$ cat config.mk
export PLATFORM = sky130hd
export DESIGN_NAME = gray_decode_tracker
export DESIGN_NICKNAME = d
export VERILOG_FILES = /design/src/rtl/gray_decode_tracker.sv
export SDC_FILE = /design/constraint.sdc
export NUM_CORES = 1
export LEC_CHECK = 0
export ABC_AREA = 0
export BUFFER_PORTS_ARGS = -buffer_cell sky130_fd_sc_hd__buf_2
export CORE_ASPECT_RATIO = 0.5
export CORE_MARGIN = 2
export CORE_UTILIZATION = 48
export CTS_CLUSTER_SIZE = 30
export DETAILED_ROUTE_END_ITERATION = 8
export GPL_ROUTABILITY_DRIVEN = 0
export PLACE_DENSITY = 0.73
export SYNTH_ARGS = -nofsm -noshare
export SYNTH_HDL_FRONTEND = slang
export SYNTH_SLANG_ARGS = --single-unit
export TNS_END_PERCENT = 50
$ cat constraint.sdc
create_clock -name clk -period 3.6 [get_ports clk]
set_input_delay 0.18 -clock clk [delete_from_list [all_inputs] [get_ports clk]]
set_output_delay 0.18 -clock clk [all_outputs]
set_load 0.01 [all_outputs]
$ cat src/rtl/gray_decode_tracker.sv
// Gray-code decoder and quadrature-style position tracker.
// Stage 1 captures qualified Gray samples. Stage 2 decodes each sample to binary and classifies
// the step from the previous sample as hold, +1, -1 or error. It then updates a wrapping signed
// position and a saturating error counter. All outputs come straight from registers.
module gray_decode_tracker #(
   parameter int unsigned W = 3
) (
   input  logic         clk,
   input  logic         rst_n,
   input  logic         clr,
   input  logic [W-1:0] g_in,
   input  logic         g_valid,
   output logic [W-1:0] b_out,
   output logic         b_valid,
   output logic         dir_up,
   output logic         dir_dn,
   output logic         step_err,
   output logic [15:0]  pos,
   output logic [7:0]   err_cnt
);

   // Step classes as W-bit constants; +1 and -1 are distinct for every legal W >= 2.
   localparam logic [W-1:0] StepZero = '0;
   localparam logic [W-1:0] StepUp   = W'(1);
   localparam logic [W-1:0] StepDn   = {W{1'b1}};

   typedef enum logic [0:0] {
      StUnprimed,
      StTrack
   } state_e;

   // Stage 1 registers.
   logic         s1_valid_q;
   logic [W-1:0] s1_gray_q;

   // Stage 2 state and output registers.
   state_e       state_q;
   logic [W-1:0] prev_q;
   logic [W-1:0] b_out_q;
   logic         b_valid_q;
   logic         dir_up_q;
   logic         dir_dn_q;
   logic         step_err_q;
   logic [15:0]  pos_q;
   logic [7:0]   err_cnt_q;

   // Combinational decode of the stage-1 sample.
   logic [W-1:0] b_new;
   logic [W-1:0] delta;

   // Stage 1: capture a sample on every edge where g_valid is high; clr or reset flush it.
   always_ff @(posedge clk) begin
      if (!rst_n) begin
         s1_valid_q <= 1'b0;
         s1_gray_q  <= '0;
      end else if (clr) begin
         s1_valid_q <= 1'b0;
         s1_gray_q  <= '0;
      end else begin
         s1_valid_q <= g_valid;
         if (g_valid) begin
            s1_gray_q <= g_in;
         end
      end
   end

   // Gray to binary: each binary bit is the XOR of all Gray bits at or above it.
   always_comb begin
      b_new        = '0;
      b_new[W-1]   = s1_gray_q[W-1];
      for (int i = int'(W) - 2; i >= 0; i--) begin
         b_new[i] = b_new[i+1] ^ s1_gray_q[i];
      end
      // Modular difference; the natural W-bit wrap makes 2^W-1 -> 0 read as +1.
      delta = b_new - prev_q;
   end

   // Stage 2: tracker FSM with registered outputs, flags pulsed for one cycle per sample.
   always_ff @(posedge clk) begin
      if (!rst_n) begin
         state_q    <= StUnprimed;
         prev_q     <= '0;
         b_out_q    <= '0;
         b_valid_q  <= 1'b0;
         dir_up_q   <= 1'b0;
         dir_dn_q   <= 1'b0;
         step_err_q <= 1'b0;
         pos_q      <= '0;
         err_cnt_q  <= '0;
      end else if (clr) begin
         // b_out deliberately holds; a sample still in stage 1 is dropped here.
         state_q    <= StUnprimed;
         b_valid_q  <= 1'b0;
         dir_up_q   <= 1'b0;
         dir_dn_q   <= 1'b0;
         step_err_q <= 1'b0;
         pos_q      <= '0;
         err_cnt_q  <= '0;
      end else begin
         b_valid_q  <= s1_valid_q;
         dir_up_q   <= 1'b0;
         dir_dn_q   <= 1'b0;
         step_err_q <= 1'b0;
         if (s1_valid_q) begin
            b_out_q <= b_new;
            prev_q  <= b_new;
            unique case (state_q)
               StUnprimed: begin
                  // First sample only establishes the reference point.
                  state_q <= StTrack;
               end
               StTrack: begin
                  if (delta == StepUp) begin
                     dir_up_q <= 1'b1;
                     pos_q    <= pos_q + 16'd1;
                  end else if (delta == StepDn) begin
                     dir_dn_q <= 1'b1;
                     pos_q    <= pos_q - 16'd1;
                  end else if (delta != StepZero) begin
                     step_err_q <= 1'b1;
                     if (err_cnt_q != 8'hFF) begin
                        err_cnt_q <= err_cnt_q + 8'd1;
                     end
                  end
               end
               default: begin
                  state_q <= StUnprimed;
               end
            endcase
         end
      end
   end

   assign b_out    = b_out_q;
   assign b_valid  = b_valid_q;
   assign dir_up   = dir_up_q;
   assign dir_dn   = dir_dn_q;
   assign step_err = step_err_q;
   assign pos      = pos_q;
   assign err_cnt  = err_cnt_q;

endmodule

# Yosys cells after proc, flatten, opt, wreduce, memory -nomap -nowiden
# Index checks and enable logic that the tools add are counted.
[totals] register_bits=36 inputBits=7 out_inout_bits=31
[op_classes] add_sub_neg=4 reduce_logical=9 mux=5 bitwise=8 eq_ne=3
[op_table] operator="2-to-1 mux 16 bit" count=2
[op_table] operator="adder 16 x 1 -> 16 bit (second input constant)" count=1
[op_table] operator="subtractor 16 x 1 -> 16 bit (second input constant)" count=1
[op_table] operator="adder 8 x 1 -> 8 bit (second input constant)" count=1
[op_table] operator="!= test 8 bit (second input constant)" count=1
[op_table] operator="NOT 1 bit" count=6
[op_table] operator="AND reduction 6 bit" count=1
[op_table] operator="OR reduction 6 bit" count=1
[op_table] operator="OR reduction 5 bit" count=1
[op_table] operator="OR reduction 4 bit" count=1
[op_table] operator="== test 3 x 1 -> 1 bit (second input constant)" count=1
[op_table] operator="== test 3 bit (second input constant)" count=1
[op_table] operator="2-to-1 mux 1 bit" count=3
[op_table] operator="AND reduction 3 bit" count=1
[op_table] operator="nonzero test 3 bit" count=1
[op_table] operator="subtractor 3 bit" count=1
[op_table] operator="AND reduction 2 bit" count=1
[op_table] operator="nonzero test 2 bit" count=1
[op_table] operator="OR reduction 2 bit" count=1
[op_table] operator="XOR 1 bit" count=2

# Depth between registers and ports, before layout
# Gate-level depths: netlist (run 1).
[logic_depth] word_depth=6 depth_mapped=16

# Worst setup path after synthesis (run 1)
# OpenSTA, ideal clock, no wires.
[synth_path] path_type="flip-flop to flip-flop" startpoint="register s1_gray_q[2]" endpoint="register pos_q[15], in the netlist pos[15]" setup_slack_ps=-213 path_stages_with_launch=16 arrival_ps=3682 n_path_buf=0 cell_sequence="dfxtp_1 xor2_1 xnor2_1 ha_1 inv_1 fa_1 xnor3_2 or3_4 ha_1 a21o_1 a31oi_1 o21ai_0 o2111ai_1 mux2i_1 a21o_1 a21oi_2"
[synth_between] elab_chain_cells=6 elab_cells_between_ends=8
[synth_rtl] element="start: declaration" line_no="34" text="logic [W-1:0] s1_gray_q;"
[synth_rtl] element="start signal: assignment" line_no="62" text="s1_gray_q <= g_in;"
[synth_rtl] element="XOR 1 bit *" line_no="72" text="b_new[i] = b_new[i+1] ^ s1_gray_q[i];"
[synth_rtl] element="named net b_new[1]" line_no="48" text="logic [W-1:0] b_new;"
[synth_rtl] element="XOR 1 bit" line_no="72"
[synth_rtl] element="subtractor 3 bit *" line_no="75" text="delta = b_new - prev_q;"
[synth_rtl] element="== test 3 x 1 -> 1 bit / == test 3 bit (equally long branches)" line_no="113, 116"
[synth_rtl] element="nonzero test 2 bit (no source line)"
[synth_rtl] element="AND reduction 3 bit (no source line)"
[synth_rtl] element="end signal: assignment" line_no="115" text="pos_q <= pos_q + 16'd1;"
[synth_rtl] element="end signal: assignment" line_no="118" text="pos_q <= pos_q - 16'd1;"
[synth_rtl] element="end: declaration" line_no="44" text="logic [15:0] pos_q;"
# Mark *: on every way through the listed nets, which the timed path passes. The rest lies on a longest branch.
# A chain may end at the register's enable or synchronous reset.

# Worst setup path in the final report (run 1)
[layout_path] startpoint="register s1_gray_q[2]" endpoint="register pos_q[13], in the netlist pos[13]"
# The elaborated chain is that of the path after synthesis.

==> results of run 1 <==
[layout by cell type, fill, tap and decap left out, types with 5 or more instances in the layout]
| master | synthesis | final |
|---|---|---|
| a21o_1 | 10 | 10 |
| nand3_1 | 12 | 12 |
| nand4_1 | 6 | 6 |
| dfxtp_1 | 36 | 34 |
| xor2_1 | 7 | 6 |
| ha_1 | 18 | 9 |
| o21ai_0 | 9 | 6 |
| ha_4 | 0 | 7 |
| nor2b_1 | 8 | 7 |
| nor3_1 | 6 | 6 |
| clkbuf_8 | 0 | 5 |
| xnor2_1 | 7 | 6 |
| a21oi_1 | 21 | 16 |
| buf_4 | 1 | 25 |
| mux2i_1 | 7 | 7 |
| nand2_1 | 22 | 21 |
| a21oi_2 | 1 | 6 |
| nor2_1 | 27 | 27 |
| buf_2 | 1 | 37 |
[worst min path at each step]
stage,start,end,slack (ps),cells after the start
final,g_in[2],s1_gray_q[2],110,3
after global routing,g_in[1],s1_gray_q[1],120,3
after CTS,g_in[1],s1_gray_q[1],110,3
after detailed placement,g_in[2],s1_gray_q[2],420,3
after global placement,g_in[2],s1_gray_q[2],420,3
after floorplan,rst_n,b_out[0],300,1
[metrics by stage]
stage,util,worst slack (ps)
global route,0.672,-252
floorplan,-,-6.23
CTS,0.670,-68.2
global placement,0.605,-109
finish,0.672,-83.9
detailed placement,0.605,-171
[what timing repair did]
action | in CTS | in global routing
resized for setup | 25 | 2
setup endpoints to repair | 9 | 12
hold buffers | 0 | 0
setup buffers | 6 | 0
pin swaps | 16 | 4
[critical path, stage by stage, from the launching register on]
cell	delay (ps)
dfxtp_4	370
xor2_4	190
xnor2_2	150
ha_2	190
inv_2	40
fa_2	320
xnor3_2	230
or3_4	450
ha_4	290
a21oi_2	60
nand4b_1	280
and2_4	210
o211ai_1	210
a41oi_2	160
or4_1	420
nand3_1	80
[sequential cells by signal (all words and copies together), names as in the netlist]
| signal | cells |
|---|---|
| err_cnt | 8 |
| pos | 16 |
| s1_gray_q | 3 |
| dir_up | 1 |
| state_q | 1 |
| dir_dn | 1 |
| step_err | 1 |
| b_out | 3 |
| s1_valid_q | 1 |
| b_valid | 1 |
[logic make-up (layout without fill, tap and decap cells)]
family,after synthesis,count (layout)
AOI/OAI and AO/OA,62,62
xor gates and xnor gates,15,15
adders and majority gates,20,20
buffers and inverters,14,80
DFF,36,36
muxes,7,7
and+or+nand+nor,102,102
[cell type report]
type | instances | area (um2)
well taps | 57 | 71.3
fillers | 345 | 1440
clock inverters | 2 | 35.0
repair buffers | 66 | 427
inverters | 6 | 23.8
flip-flops and latches | 36 | 726
clock buffers | 6 | 72.6
multi-input cells | 206 | 1600
[power by group through the flow]
stage | registers, uW | logic [uW] | clock network (uW)
after global placement | 412 | 134 | 0
after CTS | 403 | 170 | 365
after floorplan | 412 | 92.3 | 0
after global routing | 403 | 190 | 384
final | 403 | 176 | 363
after detailed placement | 412 | 138 | 0
[per-layer routing]
layer	up-vias	share of wire	GRT usage
met1	996	0.46	0.272
li1	1051	-	-
met5	-	0	0
met2	67	0.48	0.404
met3	13	0.047	0.0524
met4	0	0.017	0.0982
==> results.py, run 1 <==
metrics = {
    "synthesis": {
        "synth_most_common_cell": "dfxtp_1",
        "ys_seq_area_frac": 0.329,
        "synth_warnings": 0,
        "synth_mux_area_frac": 0.0320,
        "synth_common_cells": "36 x dfxtp_1, 27 x nor2_1, 22 x nand2_1",
        "synthAdderAreaFrac": 0.121,
        "synth_top_area_frac": 0.329,
        "synth.largest_area_cell": "dfxtp_1",
        "synth_top_family_by_area": "simple AND/OR/NAND/NOR gates",
        "netlist_top_cells_area": "dfxtp_1 33%, ha_1 10%, a21oi_1 4.8%, nor2_1 4.6%, nand2_1 3.8%",
        "yosys.area_share.simple": 0.234,
        "synth.cell_area_mm2": 0.00219,
        "synth-seq-cells": 36,
        "synthArstFlopShare": 0,
        "synth_cells": 256,
        "synth.net_count": 283,
        "synthFlopType": "dfxtp_1",
        "synth_compound_area_frac": 0.187,
        "synth-edff-count": 0,
        "avgSynthCellArea_um2": 8.56,
        "ys_types": 46,
        "synth-xor-area-share": 0.0668,
    },
    "die": {
        "coreArea_mm2": 0.00440,
        "die_x_um": 99.5,
        "start_util": 0.498,
        "die_h_um": 51.8,
        "die_area_mm2": 0.00515,
        "ios": 38,
        "rows": 17,
    },
    "final_layout": {
        "nets": 348,
        "n_antenna_cell": 0,
        "drive_gt1_frac": 0.345,
        "final_cell_area_mm2": 0.00296,
        "fin_cells": 379,
        "syn_to_final_growth_pct": 35.1,
    },
    "timing": {
        "tightest_slew_ps": 694,
        "hold_viol_final": 0,
        "fmax_mhz": 271,
        "max_slew_margin": 0.536,
        "finClkSkew_ps": 7.01,
        "setup_viol": 4,
        "fin_setup_tns_ps": -185,
        "finalCriticalPeriod_ps": 3680,
        "holdWs_ps": 112,
        "slew_viol_final": 0,
        "timing.final.crit_share": 1.02,
        "setup_ws_ps": -83.9,
        "rsz0062_at_grt": "true",
    },
    "power": {
        "comb_power_share": 0.187,
        "peakVddDrop_uv": 175,
        "pwr-share-seq": 0.428,
        "powerDensity_mw_per_mm2": 318,
        "switchingPower_uw": 251,
        "p_int_uw": 691,
        "leakage_uw": 0.00129,
        "clockPowerShare": 0.386,
        "power_uw": 942,
        "p_sw_frac": 0.266,
    },
    "global_routing": {
        "track_usage": 0.228,
        "grt_max_degree": 16,
        "antenna_found_initial": 0,
        "grt_pass1_wl_mm": 9.16,
        "grt_pass1_vias": 2040,
        "grt-ovfl-total": 0,
    },
    "setup_path": {
        "required_ps": 3840,
        "rrSetupSlack_ps": -80,
        "r2r_end": "pos[13]",
        "critical_path_arrival_ps": 3930,
        "endpoint": "pos[13]",
        "cp-start-kind": "flip-flop",
        "crit_type": "flip-flop to flip-flop",
        "critPathLaunch": "s1_gray_q[2]",
        "reg2reg_from": "s1_gray_q[2]",
        "endpoint_kind": "flip-flop",
        "r2r_cells": 15,
        "crit_fanout": 6,
    },
    "status": {
        "status": "finished with violations",
        "violations": "setup timing",
    },
    "route": {
        "firstDrtPassIters": 6,
        "via_per_inst": 5.61,
        "wl_per_cell_um": 14.6,
        "drt_iter0_drc": 59,
        "drt-total-wl_mm": 5.53,
        "ant_nets": 0,
        "vias": 2127,
        "drc_errors": 0,
    },
    "worst_hold_path": {
        "hold_path_class": "input port to flip-flop",
    },
    "clock_network": {
        "numCtsBuffers": 5,
        "clk_pin_slew_ps": 80,
        "max-clock-path-buffers": 2,
        "cts.sinks": 36,
        "clkLatencyLatePin_ps": 300,
        "htreeDepth": 2,
        "cts_tree": "built",
        "cts-root-buf": "clkbuf_8",
    },
    "placed_design": {
        "dp.cells": 365,
        "dpl_cell_area_mm2": 0.00266,
        "numPortBuffers": 37,
        "dp_hpwl_mm": 3.75,
    },
    "job": {
        "maxCapViolCount": 0,
    },
}
(Power assumes the default switching activity.)
==> inputs of run 2 (changes only) <==
--- a/config.mk
+++ b/config.mk
@@ -6,14 +6,13 @@
 export NUM_CORES = 1
 export LEC_CHECK = 0
 export ABC_AREA = 0
-export BUFFER_PORTS_ARGS = -buffer_cell sky130_fd_sc_hd__buf_2
 export CORE_ASPECT_RATIO = 0.5
 export CORE_MARGIN = 2
 export CORE_UTILIZATION = 48
 export CTS_CLUSTER_SIZE = 30
 export DETAILED_ROUTE_END_ITERATION = 8
+export DONT_BUFFER_PORTS = 1
 export GPL_ROUTABILITY_DRIVEN = 0
-export PLACE_DENSITY = 0.73
 export SYNTH_ARGS = -nofsm -noshare
 export SYNTH_HDL_FRONTEND = slang
 export SYNTH_SLANG_ARGS = --single-unit
==> constraint.sdc (replaced) <==
create_clock -name clk -period 4.1 [get_ports clk]
set_input_delay 0.205 -clock clk [delete_from_list [all_inputs] [get_ports clk]]
set_output_delay 0.205 -clock clk [all_outputs]
set_load 0.01 [all_outputs]
==> run 2 against run 1 <==
- the run now ends clean
- clock-buffer cell count is the same
- sequential power shrank 12%
- first-iteration DRC count grew 22%
- sequential share of layout area grew 5.1 points
- maximum frequency shrank 5.3%
- clock power shrank 14%
- power shrank 18%
- final cell count shrank 15%
- highest routed layer unchanged
- die area is the same
- final area shrank 17%
- critical path depth is the same
==> results.py, run 2 (synthesis results as in run 1) <==
metrics = {
    "die": {
        "rows": 17,
        "ios": 38,
        "start_util": 0.498,
        "die_x_um": 99.5,
        "die_area_mm2": 0.00515,
        "coreArea_mm2": 0.00440,
        "die_h_um": 51.8,
    },
    "setup_path": {
        "required_ps": 4320,
        "endpoint_kind": "flip-flop",
        "cp-start-kind": "flip-flop",
        "r2r_end": "pos[15]",
        "path_cells": "xor2_2 -> xnor2_2 -> ha_2 -> inv_1 -> fa_1 -> xnor3_2 -> or3_4 -> ha_1 -> a21o_1 -> a31oi_2 -> o21ai_1 -> o2111ai_1 -> mux2i_1 -> nand3_1 -> a21oi_2",
        "critPathTopFamily": "compound AO/OA/AOI/OAI gates",
        "cp.depth": 15,
        "slowest_stage": "or3_4",
        "critical_path_arrival_ps": 4110,
        "r2r_cells": 15,
        "rrSetupSlack_ps": 210,
        "path_buf_inv": 1,
        "crit_type": "flip-flop to flip-flop",
        "crit_path_max_incr_delay_ps": 460,
        "crit_fanout": 8,
        "reg2reg_from": "s1_gray_q[2]",
    },
    "worst_hold_path": {
        "hp-start": "rst_n",
        "min_to": "b_out[0]",
        "min_path_cells": 1,
        "hold_path_class": "input port to flip-flop",
    },
    "global_routing": {
        "grt-ovfl-total": 0,
        "antenna_found_initial": 0,
        "grt_pass1_wl_mm": 7.84,
        "track_usage": 0.194,
        "grt_pass1_vias": 1713,
        "grt_max_degree": 20,
    },
    "clock_network": {
        "numCtsBuffers": 5,
        "cts.sinks": 36,
        "cts_tree": "built",
        "clk_pin_slew_ps": 70,
        "cts-root-buf": "clkbuf_8",
        "htreeDepth": 2,
        "max-clock-path-buffers": 2,
        "clkLatencyLatePin_ps": 290,
    },
    "route": {
        "drt_iter0_drc": 72,
        "firstDrtPassIters": 6,
        "drc_errors": 0,
        "vias": 1889,
        "wl_per_cell_um": 15.2,
        "drt-total-wl_mm": 4.90,
        "ant_nets": 0,
        "via_per_inst": 5.85,
    },
    "placed_design": {
        "numPortBuffers": 0,
        "dp.cells": 309,
        "dpl_cell_area_mm2": 0.00225,
        "dp_hpwl_mm": 3.45,
    },
    "final_layout": {
        "n_antenna_cell": 0,
        "mostFrequentLayoutCell": "dfxtp_1",
        "largest_register_ffs": 16,
        "syn_to_final_growth_pct": 11.7,
        "layout_common_cells": "34 x dfxtp_1, 27 x nor2_1, 22 x nand2_1",
        "fin_cells": 323,
        "drive_gt1_frac": 0.124,
        "fill_cells": 423,
        "final_cell_area_mm2": 0.00245,
        "nets": 292,
    },
    "power": {
        "leakage_uw": 0.000981,
        "peakVddDrop_uv": 147,
        "switchingPower_uw": 195,
        "pwr-share-seq": 0.458,
        "p_sw_frac": 0.252,
        "powerDensity_mw_per_mm2": 316,
        "p_int_uw": 578,
        "clockPowerShare": 0.403,
        "comb_power_share": 0.139,
    },
    "timing": {
        "tightest_slew_ps": 703,
        "setup_viol": 0,
        "finalCriticalPeriod_ps": 3890,
        "slew_viol_final": 0,
        "finClkSkew_ps": 5.05,
        "fmax_mhz": 257,
        "timing.final.crit_share": 0.949,
        "hold_viol_final": 0,
        "max_slew_margin": 0.530,
    },
    "status": {
        "status": "finished, final reports clean",
    },
    "job": {
        "maxCapViolCount": 0,
    },
}
-- run 2: cell count changes in the layout (fill, tap and decap cells not counted), sizes merged --
cell / previous run / this run
buf: 66 / 9
or3: 2 / 3
-- run 2: worst reg2reg max path, stage by stage (launching register included) --
cell       delay (ps)
dfxtp_4           380
xor2_2            210
xnor2_2           150
ha_2              190
inv_1              40
fa_1              360
xnor3_2           280
or3_4             460
ha_1              400
a21o_1            230
a31oi_2           210
o21ai_1           120
o2111ai_1         270
mux2i_1           260
nand3_1           120
a21oi_2           140
-- run 2: layout make-up --
| cell class | count | area [um2] | area share |
|---|---|---|---|
| Sequential cell | 36 | 726 | 0.297 |
| Timing Repair Buffer | 9 | 67.6 | 0.0276 |
| Tap cell | 57 | 71.3 | 0.0292 |
| Clock inverter | 2 | 35.0 | 0.0143 |
| Clock buffer | 6 | 72.6 | 0.0297 |
| Multi-Input combinational cell | 207 | 1450 | 0.593 |
| Inverter | 6 | 23.8 | 0.00972 |
-- run 2: what timing repair did --
action / 4_1_cts / 5_1_grt
resized for setup: 0 / 13
hold buffers: 0 / 0
setup buffers: 0 / 5
setup endpoints to repair: 0 / 10
-- run 2: worst max path at each step --
stage,start,endpoint
after global placement,s1_gray_q[2],pos[15]
after global routing,s1_gray_q[2],pos[13]
final,s1_gray_q[2],pos[15]
after CTS,s1_gray_q[2],pos[15]
after detailed placement,s1_gray_q[2],pos[15]
after floorplan,s1_gray_q[2],pos[15]
-- run 2: metal layers --
layer	GRT usage	vias up	wire, um
met5	0	-	0
met4	0.0594	0	40
met3	0.0753	7	283
met2	0.313	47	2230
met1	0.244	884	2350
li1	-	951	-
-- run 2: power by group through the flow --
stage / Clock [uW] / Sequential [uW] / Combinational (uW)
after floorplan: 0 / 361 / 74.4
after global placement: 0 / 362 / 91.8
after detailed placement: 0 / 362 / 92.6
after CTS: 318 / 354 / 92.9
after global routing: 334 / 354 / 121
final: 311 / 354 / 107
-- run 2: stage by stage --
stage	setup TNS (ps)	total power [uW]	util	hold slack, ps	worst slack (ps)
global route	-28.0	809	0.556	32.4	-18.7
global placement	0	454	0.511	330	183
detailed placement	0	454	0.511	337	71.7
finish	0	772	0.556	33.6	210
CTS	0	764	0.535	28.7	38.9
floorplan	0	436	-	327	287
==> inputs of run 3 (changes only) <==
--- a/config.mk
+++ b/config.mk
@@ -6,6 +6,7 @@
 export NUM_CORES = 1
 export LEC_CHECK = 0
 export ABC_AREA = 0
+export CAP_MARGIN = 15
 export CORE_ASPECT_RATIO = 0.5
 export CORE_MARGIN = 2
 export CORE_UTILIZATION = 48
@@ -13,6 +14,7 @@
 export DETAILED_ROUTE_END_ITERATION = 8
 export DONT_BUFFER_PORTS = 1
 export GPL_ROUTABILITY_DRIVEN = 0
+export GPL_TIMING_DRIVEN = 0
 export SYNTH_ARGS = -nofsm -noshare
 export SYNTH_HDL_FRONTEND = slang
 export SYNTH_SLANG_ARGS = --single-unit
==> run 3 against run 2 <==
- routed wire length grew 3.9%
- maximum frequency shrank 0.75%
- sequential cell count is the same
- critical path depth grew 1
- register-to-register slack lost 30 ps
- clock power grew 3%
- final area grew 2.1%
- hold slack lost 1.7 ps
- sequential share of layout area shrank 0.61 points
- clock skew grew 1.5 ps
- largest power group unchanged
==> results.py, run 3 (synthesis results as in run 1) <==
metrics = {
    "global_routing": {
        "grt_pass1_vias": 1785,
        "antenna_found_initial": 0,
        "track_usage": 0.213,
        "grt_pass1_wl_mm": 8.38,
        "grt_max_degree": 12,
        "grt-ovfl-total": 0,
    },
    "final_layout": {
        "drive_gt1_frac": 0.146,
        "n_antenna_cell": 0,
        "multi_input_area_mm2": 0.00149,
        "final_cell_area_mm2": 0.00250,
        "register_area_um2": 726,
        "finish.utilization": 0.567,
        "mostFrequentLayoutCell": "dfxtp_1",
        "largest_register_ffs": 16,
        "syn_to_final_growth_pct": 14.0,
        "nets": 294,
        "layout_common_cells": "34 x dfxtp_1, 27 x nor2_1, 22 x nand2_1",
        "fill_cells": 433,
    },
    "route": {
        "ant_nets": 0,
        "drt-total-wl_mm": 5.10,
        "vias": 1811,
        "via_per_inst": 5.57,
        "drt_iter0_drc": 46,
        "firstDrtPassIters": 4,
        "wl_per_cell_um": 15.7,
        "drc_errors": 0,
    },
    "placed_design": {
        "dpl_cell_area_mm2": 0.00226,
        "dp_slack_ps": -172,
        "dp_hpwl_mm": 3.56,
        "numPortBuffers": 0,
    },
    "timing": {
        "fmax_mhz": 255,
        "max_slew_margin": 0.591,
        "setup_viol": 0,
        "hold_viol_final": 0,
        "finClkSkew_ps": 6.59,
        "tightest_slew_ps": 614,
        "setup_ws_ps": 181,
        "timing.final.crit_share": 0.956,
        "slew_viol_final": 0,
        "finalCriticalPeriod_ps": 3920,
    },
    "setup_path": {
        "critical_path_arrival_ps": 4150,
        "crit_type": "flip-flop to flip-flop",
        "required_ps": 4330,
        "crit_fanout": 8,
        "endpoint_kind": "flip-flop",
        "rrSetupSlack_ps": 180,
        "cp-start-kind": "flip-flop",
    },
    "clock_network": {
        "cts.sinks": 36,
        "numCtsBuffers": 5,
        "max-clock-path-buffers": 2,
        "cts_tree": "built",
        "clkLatencyLatePin_ps": 290,
        "cts-hold-fix-buffers": 0,
        "htreeDepth": 2,
        "cts-root-buf": "clkbuf_8",
        "clk_pin_slew_ps": 80,
    },
    "power": {
        "powerDensity_mw_per_mm2": 314,
        "comb_power_share": 0.143,
        "p_int_uw": 580,
        "switchingPower_uw": 205,
        "pwr-share-seq": 0.451,
        "power_uw": 784,
        "peakVddDrop_uv": 140,
        "leakage_uw": 0.000987,
        "p_sw_frac": 0.261,
        "clockPowerShare": 0.406,
    },
    "job": {
        "maxCapViolCount": 0,
    },
    "die": {
        "ios": 38,
        "rows": 17,
        "die_area_mm2": 0.00515,
        "die_h_um": 51.8,
        "die_x_um": 99.5,
        "coreArea_mm2": 0.00440,
        "start_util": 0.498,
    },
    "status": {
        "status": "finished, final reports clean",
    },
    "worst_hold_path": {
        "hold_path_class": "input port to flip-flop",
    },
}
run 3: metrics by stage:
| stage | TNS, ps | hold WS [ps] | cells |
|---|---|---|---|
| after floorplan | 0 | 327 | 256 |
| after global placement | -181 | 331 | 313 |
| after detailed placement | -216 | 332 | 313 |
| after CTS | 0 | 22.9 | 324 |
| after global routing | -3.78 | 24.8 | 325 |
| final | 0 | 31.9 | 325 |
run 3: cell type report:
class	instances	area share
buffer	7	0.0155
clock buffer	6	0.0291
clock inverter	2	0.0140
inverter	6	0.00952
multi-input combinational	206	0.598
sequential	36	0.291
tap	57	0.0286
timing repair buffer	5	0.0150
run 3: path summary, 6_finish.rpt:
check                                  start  endpoint  cells after the start
worst max register to register  s1_gray_q[2]    pos[8]                     16
worst min register to register    s1_valid_q   state_q                      2
worst min-delay path                   rst_n  b_out[0]                      1
worst max-delay path            s1_gray_q[2]    pos[8]                     16
run 3: routing by layer:
metal / global-route usage / routed length, um / up-vias
met5: 0 / 0 / -
met4: 0.0731 / 42 / 0
met3: 0.0645 / 209 / 5
met2: 0.339 / 2290 / 27
met1: 0.280 / 2550 / 835
li1: - / - / 944
run 3: what timing repair did:
action                     4_1_cts  5_1_grt
resized for setup                2       21
pin swaps                        2        4
setup endpoints to repair        2        8
setup buffers                    3        2
hold endpoints to repair         0        0
run 3: worst max-delay path, cell delays in order (launching register included):
cell     delay, ps
dfxtp_4        390
xor2_4         210
xnor2_2        140
ha_1           160
inv_1           50
fa_1           370
xnor3_2        300
or3_4          420
buf_4          180
ha_1           330
nor2b_4        170
o21a_1         190
o21a_1         170
o31a_1         190
a21oi_2         80
or4_1          390
nand3_1        110
run 3: power groups by stage:
stage               Sequential [uW]  Combinational [uW]  Clock [uW]
finish                          354                 112         319
global route                    354                 122         343
detailed placement              362                91.9           0
CTS                             354                97.5         327
floorplan                       361                74.4           0
global placement                362                89.6           0
